--- src/rtl/alu_issue_ctrl.sv ---
// -----------------------------------------------------------------------------
// alu_issue_ctrl
//   Fetch/decode/issue controller sitting directly upstream of the ALU. Walks a
//   program counter through a synchronous instruction ROM, decodes each word,
//   and either issues it to the ALU over a valid/ready handshake (op 0x0-0xC)
//   or executes it locally (0xD BRZ, 0xE JMP, 0xF HALT).
//
//   Instruction layout (16 bits):
//     [15:12] op   [11:8] ra   [7:4] rb   [7:0] branch/jump target   [3:0] unused
//
// Ports:
//   clk, rst_n            clock (rising edge), async active-low reset
//   start                 one-cycle pulse; runs the program from address 0
//   imem_en, imem_addr    ROM read strobe/address (data returns next cycle)
//   imem_rdata            ROM read data
//   alu_op/ra/rb          operation fields presented to the ALU
//   alu_valid, alu_ready  issue handshake
//   alu_done, alu_zero    completion pulse and zero result (qualified by done)
//   pc_out                current program counter (debug)
//   halted                high while in HALT
//
// INSTR_W is carried for interface documentation only; the field layout above
// assumes a 16-bit instruction word.
// -----------------------------------------------------------------------------
module alu_issue_ctrl #(
  parameter int PC_W    = 8,
  parameter int INSTR_W = 16
) (
  input  logic               clk,
  input  logic               rst_n,
  input  logic               start,
  output logic               imem_en,
  output logic [PC_W-1:0]    imem_addr,
  input  logic [INSTR_W-1:0] imem_rdata,
  output logic [3:0]         alu_op,
  output logic [3:0]         alu_ra,
  output logic [3:0]         alu_rb,
  output logic               alu_valid,
  input  logic               alu_ready,
  input  logic               alu_done,
  input  logic               alu_zero,
  output logic [PC_W-1:0]    pc_out,
  output logic               halted
);

  typedef enum logic [2:0] {
    IDLE,
    FETCH,
    DECODE,
    ISSUE,
    WAIT,
    HALT
  } state_t;

  localparam logic [3:0] OP_LAST_ALU = 4'b1100;
  localparam logic [3:0] OP_BRZ      = 4'b1101;
  localparam logic [3:0] OP_JMP      = 4'b1110;

  state_t          state, stateNext;
  logic [PC_W-1:0] pc, pcNext;
  logic            zeroFlag, zeroFlagNext;
  logic            imemEn, imemEnNext;
  logic            aluValid, aluValidNext;
  logic [3:0]      aluOp, aluOpNext;
  logic [3:0]      aluRa, aluRaNext;
  logic [3:0]      aluRb, aluRbNext;
  logic            haltedQ, haltedNext;

  // Decoded fields of the word returned by the ROM (only meaningful in DECODE).
  logic [3:0]      decOp, decRa, decRb;
  logic [PC_W-1:0] decTarget;
  logic            unusedBits;

  assign decOp      = imem_rdata[15:12];
  assign decRa      = imem_rdata[11:8];
  assign decRb      = imem_rdata[7:4];
  // Size cast zero-extends or truncates the 8-bit target to the PC width.
  assign decTarget  = PC_W'(imem_rdata[7:0]);
  assign unusedBits = ^imem_rdata[3:0];

  always_comb begin
    // NOTE: every signal written here gets a default first, so no path through
    // the case statement can leave one unassigned and infer a latch.
    stateNext    = state;
    pcNext       = pc;
    zeroFlagNext = zeroFlag;
    imemEnNext   = 1'b0;   // ROM strobe is a one-cycle pulse per fetch
    aluValidNext = aluValid;
    aluOpNext    = aluOp;
    aluRaNext    = aluRa;
    aluRbNext    = aluRb;
    haltedNext   = haltedQ;

    unique case (state)
      IDLE, HALT: begin
        if (start) begin
          stateNext    = FETCH;
          pcNext       = '0;
          zeroFlagNext = 1'b0;
          imemEnNext   = 1'b1;
          haltedNext   = 1'b0;
        end
      end

      FETCH: stateNext = DECODE;

      DECODE: begin
        if (decOp <= OP_LAST_ALU) begin
          stateNext    = ISSUE;
          aluValidNext = 1'b1;
          aluOpNext    = decOp;
          aluRaNext    = decRa;
          aluRbNext    = decRb;
        end else if (decOp == OP_BRZ) begin
          stateNext  = FETCH;
          imemEnNext = 1'b1;
          pcNext     = zeroFlag ? decTarget : pc + PC_W'(1);
        end else if (decOp == OP_JMP) begin
          stateNext  = FETCH;
          imemEnNext = 1'b1;
          pcNext     = decTarget;
        end else begin
          stateNext  = HALT;
          haltedNext = 1'b1;
        end
      end

      // Fields are held untouched until the ALU takes the operation.
      ISSUE: begin
        if (alu_ready) begin
          stateNext    = WAIT;
          aluValidNext = 1'b0;
          pcNext       = pc + PC_W'(1);
        end
      end

      // alu_done is only honoured here; elsewhere it is ignored entirely.
      WAIT: begin
        if (alu_done) begin
          stateNext    = FETCH;
          imemEnNext   = 1'b1;
          zeroFlagNext = alu_zero;
        end
      end

      default: stateNext = IDLE;
    endcase
  end

  always_ff @(posedge clk or negedge rst_n) begin
    if (!rst_n) begin
      state    <= IDLE;
      pc       <= '0;
      zeroFlag <= 1'b0;
      imemEn   <= 1'b0;
      aluValid <= 1'b0;
      aluOp    <= '0;
      aluRa    <= '0;
      aluRb    <= '0;
      haltedQ  <= 1'b0;
    end else begin
      // NOTE: non-blocking assignments so every register updates from the
      // values present before the edge, independent of statement order.
      state    <= stateNext;
      pc       <= pcNext;
      zeroFlag <= zeroFlagNext;
      imemEn   <= imemEnNext;
      aluValid <= aluValidNext;
      aluOp    <= aluOpNext;
      aluRa    <= aluRaNext;
      aluRb    <= aluRbNext;
      haltedQ  <= haltedNext;
    end
  end

  // Every output comes straight from a flop.
  assign imem_en   = imemEn;
  assign imem_addr = pc;
  assign pc_out    = pc;
  assign alu_valid = aluValid;
  assign alu_op    = aluOp;
  assign alu_ra    = aluRa;
  assign alu_rb    = aluRb;
  assign halted    = haltedQ;

endmodule
--- config.mk ---
export PLATFORM = sky130hd
export DESIGN_NAME = alu_issue_ctrl
export DESIGN_NICKNAME = d
export VERILOG_FILES = /design/src/rtl/alu_issue_ctrl.sv
export SDC_FILE = /design/constraint.sdc
export NUM_CORES = 1
export LEC_CHECK = 0
export ABC_AREA = 1
export CAP_MARGIN = 15
export CORE_MARGIN = 1
export CORE_UTILIZATION = 46
export DETAILED_ROUTE_END_ITERATION = 10
export GPL_TIMING_DRIVEN = 0
export PLACE_DENSITY = 0.8
export SLEW_MARGIN = 0
export SYNTH_ARGS = -nofsm -noshare
export SYNTH_HDL_FRONTEND = slang
export SYNTH_SLANG_ARGS = --single-unit
--- constraint.sdc ---
create_clock -name clk -period 1.6 [get_ports clk]
set_clock_uncertainty 0.1 [all_clocks]
set_input_delay 0.32 -clock clk [delete_from_list [all_inputs] [get_ports clk]]
set_output_delay 0.32 -clock clk [all_outputs]
set_load 0.02 [all_outputs]
* Word-level counts from Yosys, hierarchy flattened
Index checks and enable logic that the tools add are counted.
** Storage, ports and cells
- Latch bits :: 0
- Input port bits :: 22
- Logic and storage cells :: 68
- Register bits :: 27
- Bits in writable memories :: 0
- Output and inout bits :: 31
- ROM bits :: 0
- Memories kept :: 0
** Cells by class
- Multiplexer cells :: 30
- Order comparisons :: 1
- Multipliers :: 0
- Add/subtract/negate cells :: 1
- Div/mod/pow operators :: 0
- Shift-type cells :: 0
- Bitwise logic cells :: 0
- Reduce and logical (&&, ||, !) cells :: 12
- Eq/ne operators :: 15
** Operator list (number)
- $mux 8 :: 6
- $pmux 8 s3 :: 1
- $mux 3 :: 6
- $pmux 3 s5 :: 1
- $ne 2x2->1 const B :: 7
- $mux 1 :: 12
- $reduce_and 5->1 :: 2
- $reduce_and 3->1 :: 3
- $add 8x1->8 const B :: 1
- $eq 4x4->1 const B :: 2
- $eq 3x2->1 const B :: 2
- $eq 3x3->1 const B :: 2
- $pmux 1 s2 :: 3
- $reduce_bool 2->1 :: 3
- $le 4x4->1 const B :: 1
- $eq 3x1->1 const B :: 1
- $logic_not 3->1 :: 1
- $ne 3x3->1 const B :: 1
- $pmux 1 s3 :: 1
- $reduce_bool 3->1 :: 1
- $reduce_and 2->1 :: 1
- $reduce_or 2->1 :: 1

* Depth between registers and ports, before layout
- Depth after elaboration :: 5
- Depth in mapped cells :: 10
- Mapped depth without buffers :: 9

* Least setup slack after synthesis
OpenSTA, ideal clock, no wires.
- Kind :: register -> register
- Start point :: reg pc[0] (netlist: imem_addr[0])
- End point :: reg pc[4] (netlist: imem_addr[4])
- Buffers on the path :: 0
- Data arrival time :: 1262 ps
- Stages on the path, launching flop included :: 8
- Path slack :: 173 ps
- Path through :: dfrtp_1 > ha_1 > nand2_1 > o21bai_1 > o21ai_0 > o21ai_0 > nand2_1 > nand2_1
** Between the ends
- Word-level cells in the longest chain between the ends :: 5
- Elaborated cells on any way between the ends :: 6
** Ends and longest elaborated chain
- start: declaration :: RTL line 60 : logic [PC_W-1:0] pc, pcNext;
- start signal: assignment :: RTL line 165 : pc <= pcNext;
- $add 8x1->8 * :: RTL line 117, 133
- $mux 8 :: RTL line 117 : pcNext = zeroFlag ? decTarget : pc + PC_W'(1);
- $mux 8 :: RTL line 114 : end else if (decOp == OP_BRZ) begin
- $mux 8 :: RTL line 108 : if (decOp <= OP_LAST_ALU) begin
- $pmux 8 s3 * :: RTL line 94 : unique case (state)
Mark *: on every way between the ends. The rest lies on a longest branch, timed or not. The select of a mux whose other input is x is not followed.
A chain may end at the register's enable or synchronous reset.

* Worst setup path after layout
- Start point :: reg pc[5] (netlist: imem_addr[5])
- End point :: out imem_addr[5]
** RTL lines
- end: declaration :: RTL line 33 : output logic [PC_W-1:0] imem_addr,
No word-level cell between the ends.

==> summary.md <==
| Metric | Value |
|---|---|
| Run status | `finished clean` |
| Area leader, netlist | `sky130_fd_sc_hd__dfrtp_1` |
| Final Slew Violations | `0` |
| Detail-routed net length per standard cell | `11.3 um` |
| TritonCTS clock tree | `built` |
| Instance area at placement | `2190 sq um` |
| CP max FO | `7` |
| Antenna cells | `0` |
| Number of core rows | `21` |
| Type of destination of the critical path | `output pin` |
| Non-filler instance count after layout | `335` |
| Core Region | `3340 sq um` |
| Cell count after synthesis | `220` |
| Latest clock arrival within the worst-skew pair | `330 ps` |
| Finished Cell Area | `2340 sq um` |
| Wire length of the first global-routing pass | `5.99 mm` |
| CTS buffer count | `3` |
| RD Place Congestion | `0.847` |
| Number of levels the H-tree was split into | `1` |
| Synthesis-to-layout area growth | `45.9%` |
| # IOs | `53` |
| Maximum capacitance violations | `0` |
| Worst Setup Path Type | `register to output pin` |
| Via-per-instance ratio | `4.70` |
| Number of global-route vias before repair | `1,404` |
| # hold bufs at CTS | `0` |
| Distinct cell type count of the synthesized netlist | `26` |
| Aggregate global routing overflow | `0` |
| Maximum clock insertion buffer count | `2` |
| Number of antenna violations at the first check in global routing | `0` |
| Number of flops mapped to enable cells by yosys | `0` |
| Synth Cell Area | `1600 sq um` |
| Most common cell in the synthesized netlist | `sky130_fd_sc_hd__nand2_1` |
| Initial Util | `48.0%` |
| Layout net count | `313` |
| Sequential-to-total area share from yosys stat | `42.2%` |
| Average cell area after synthesis | `7.28 sq um` |
| Final setup vio count | `0` |
| Clock net sink count | `27` |
| CTS Root Cell | `sky130_fd_sc_hd__clkbuf_4` |
| Power density over the cells | `1720 nW/um^2` |
| Launching element type of the critical path | `register` |
| Final critical-path required period | `1560 ps` |
| Share of synthesized registers carrying an async set or reset | `100%` |
| Clock slew at reported path FFs | `160 ps` |
| Fraction of final layout cells sized beyond drive strength 1 | `22.1%` |
| Setup repair after global routing missed its margin | `true` |
| HP Class | `primary input to register` |
| Relative slew slack | `59.3%` |
| Count of buffer and inverter cells on the critical path | `1` |
| Warnings, synthesis | `0` |
| Cells after DPL | `319` |
| Iter 0 DRT Violations | `94` |
| Vias post-DR | `1,573` |
| Number of buffer cells added on primary ports | `52` |
| First-pass DRT Iterations | `4` |
| Flop and latch count out of synthesis | `27` |
| Residual DRC | `0` |
| Largest net degree at the start of global routing | `18` |
| Required time reported for the critical path endpoint | `1180 ps` |
| Predominant post-synthesis flop cell | `sky130_fd_sc_hd__dfrtp_1` |
| Residual antenna-violating net count after detailed routing | `0` |
| Final critical-path share of the clock period | `97.3%` |
| Highest ir drop seen on vdd | `0.988 mV` |
| Top cell types by occurrence after synthesis | `sky130_fd_sc_hd__nand2_1, sky130_fd_sc_hd__dfrtp_1, sky130_fd_sc_hd__inv_1` |
| TNS Setup | `0 ps` |
| Transition time of the tightest slew-check pin | `609 ps` |
| Total Die Area | `3720 sq um` |
| Number of nets produced by synthesis | `243` |
| Final-report hold violation count | `0` |
| Overall global routing resource usage | `22.1%` |
| Crit-path leading delay family | `flip-flops` |
| Half-perimeter wire length after detailed placement | `2.85 mm` |
| Chip Height | `61.0 um` |
| Crit path arrival time | `1140 ps` |
| Die extent in x | `61.0 um` |
| Slowest cell on crit path | `sky130_fd_sc_hd__dfrtp_2` |
| Highest achievable clock rate | `0.642 GHz` |
| Leakage dissipation | `1.31 nW` |
| Total Wirelength | `3.78 mm` |
| Crit path largest cell delay | `470 ps` |
| Chain of cells forming the critical path | `dlygate4sd2_1` |
| Share of the synthesized area in the top cell type | `42.2%` |
| Most area-consuming cells after synthesis | `sky130_fd_sc_hd__dfrtp_1, sky130_fd_sc_hd__nand2_1, sky130_fd_sc_hd__nand3_1, sky130_fd_sc_hd__inv_1, sky130_fd_sc_hd__buf_4` |
flip-flops by register name (all words and copies together), names as in the netlist:
name	flops
state	3
imem_addr	8
alu_rb	4
alu_op	4
alu_ra	4
imem_en	1
zeroFlag	1
alu_valid	1
halted	1
per-stage QoR:
step | hold slack (ps) | utilization (%) | worst slack [ps] | power [mW]
floorplan | -75.6 | - | 173 | 2.74
global placement | 362 | 65.3 | -306 | 3.61
detailed placement | 364 | 65.8 | -322 | 3.66
CTS | 251 | 68.0 | 0.782 | 3.90
global route | 230 | 70.0 | -18.1 | 4.37
finish | 228 | 70.0 | 42.9 | 4.01
metal layers:
| metal | wire length [um] | global-route usage, % | vias up |
|---|---|---|---|
| li1 | - | - | 823 |
| met1 | 1750 | 29.0 | 711 |
| met5 | 0 | 0 | - |
| met4 | 24 | 8.12 | 0 |
| met2 | 1850 | 37.8 | 37 |
| met3 | 159 | 2.35 | 2 |
area by class of cell:
cell class / count / area (sq um)
buffer: 12 / 95.1
clock buffer: 3 / 22.5
clock inverter: 1 / 8.76
fill: 282 / 1000
inverter: 24 / 93.8
multi-input combinational: 157 / 788
sequential: 27 / 682
tap: 46 / 57.6
timing repair buffer: 65 / 589
cells in the final DEF, fill, tap and decap left out, types with 2 or more instances in the layout:
| cell type | n |
|---|---|
| sky130_fd_sc_hd__a21oi_1 | 3 |
| sky130_fd_sc_hd__buf_4 | 22 |
| sky130_fd_sc_hd__buf_6 | 6 |
| sky130_fd_sc_hd__clkbuf_2 | 4 |
| sky130_fd_sc_hd__clkbuf_4 | 3 |
| sky130_fd_sc_hd__clkdlybuf4s50_1 | 19 |
| sky130_fd_sc_hd__dfrtp_1 | 22 |
| sky130_fd_sc_hd__dfrtp_2 | 5 |
| sky130_fd_sc_hd__dlygate4sd2_1 | 23 |
| sky130_fd_sc_hd__dlymetal6s2s_1 | 2 |
| sky130_fd_sc_hd__inv_1 | 20 |
| sky130_fd_sc_hd__inv_2 | 3 |
| sky130_fd_sc_hd__nand2_1 | 89 |
| sky130_fd_sc_hd__nand2_2 | 5 |
| sky130_fd_sc_hd__nand2_4 | 3 |
| sky130_fd_sc_hd__nand3_1 | 19 |
| sky130_fd_sc_hd__nand3_2 | 2 |
| sky130_fd_sc_hd__nand3b_1 | 2 |
| sky130_fd_sc_hd__nor2_1 | 5 |
| sky130_fd_sc_hd__nor2_2 | 2 |
| sky130_fd_sc_hd__nor2_4 | 3 |
| sky130_fd_sc_hd__o21ai_0 | 12 |
| sky130_fd_sc_hd__o21ai_1 | 3 |
worst paths after layout:
path,startpoint,endpoint,slack (ps),cells past startpoint
min reg2reg,alu_ra[2],alu_ra[2],390,2
max in group asynchronous,rst_n,alu_op[1],640,2
min in group asynchronous,rst_n,imem_addr[4],240,1
max reg2reg,imem_addr[1],imem_addr[6],100,11
min,imem_rdata[12],alu_op[0],230,3
max,imem_addr[5],imem_addr[5],40,1
kinds of logic after synthesis:
family / synth area share, %
buffers and inverters: 11.2
AOI/OAI and AO/OA: 6.95
adders and majority gates: 0.781
DFF: 42.2
xor gates and xnor gates: 0.547
and+or+nand+nor: 38.3
worst register-to-register path, stage by stage (launching register included):
cell                      delay (ps)
sky130_fd_sc_hd__dfrtp_1         420
sky130_fd_sc_hd__buf_4           140
sky130_fd_sc_hd__buf_4           140
sky130_fd_sc_hd__ha_4            160
sky130_fd_sc_hd__nand2_2          80
sky130_fd_sc_hd__nor2_2           50
sky130_fd_sc_hd__nand2_1          60
sky130_fd_sc_hd__nand2_1          40
sky130_fd_sc_hd__nand2_1          50
sky130_fd_sc_hd__nand2_1          40
sky130_fd_sc_hd__nand3_1          80
sky130_fd_sc_hd__nand2_1          50
report_power, final:
group | internal, mW | switching (mW)
clock | 0.102 | 0.221
sequential | 0.965 | 0.197
combinational | 1.03 | 1.50
total | 2.10 | 1.92
timing repair:
| action | 4_1_cts | 5_1_grt |
|---|---|---|
| pin swaps | 0 | 1 |
| setup endpoints to repair | 33 | 27 |
| buffers inserted | 12 | 1 |
| gates cloned | 0 | 0 |
| resized for setup | 51 | 33 |
Power figures use the tool's default switching activity.
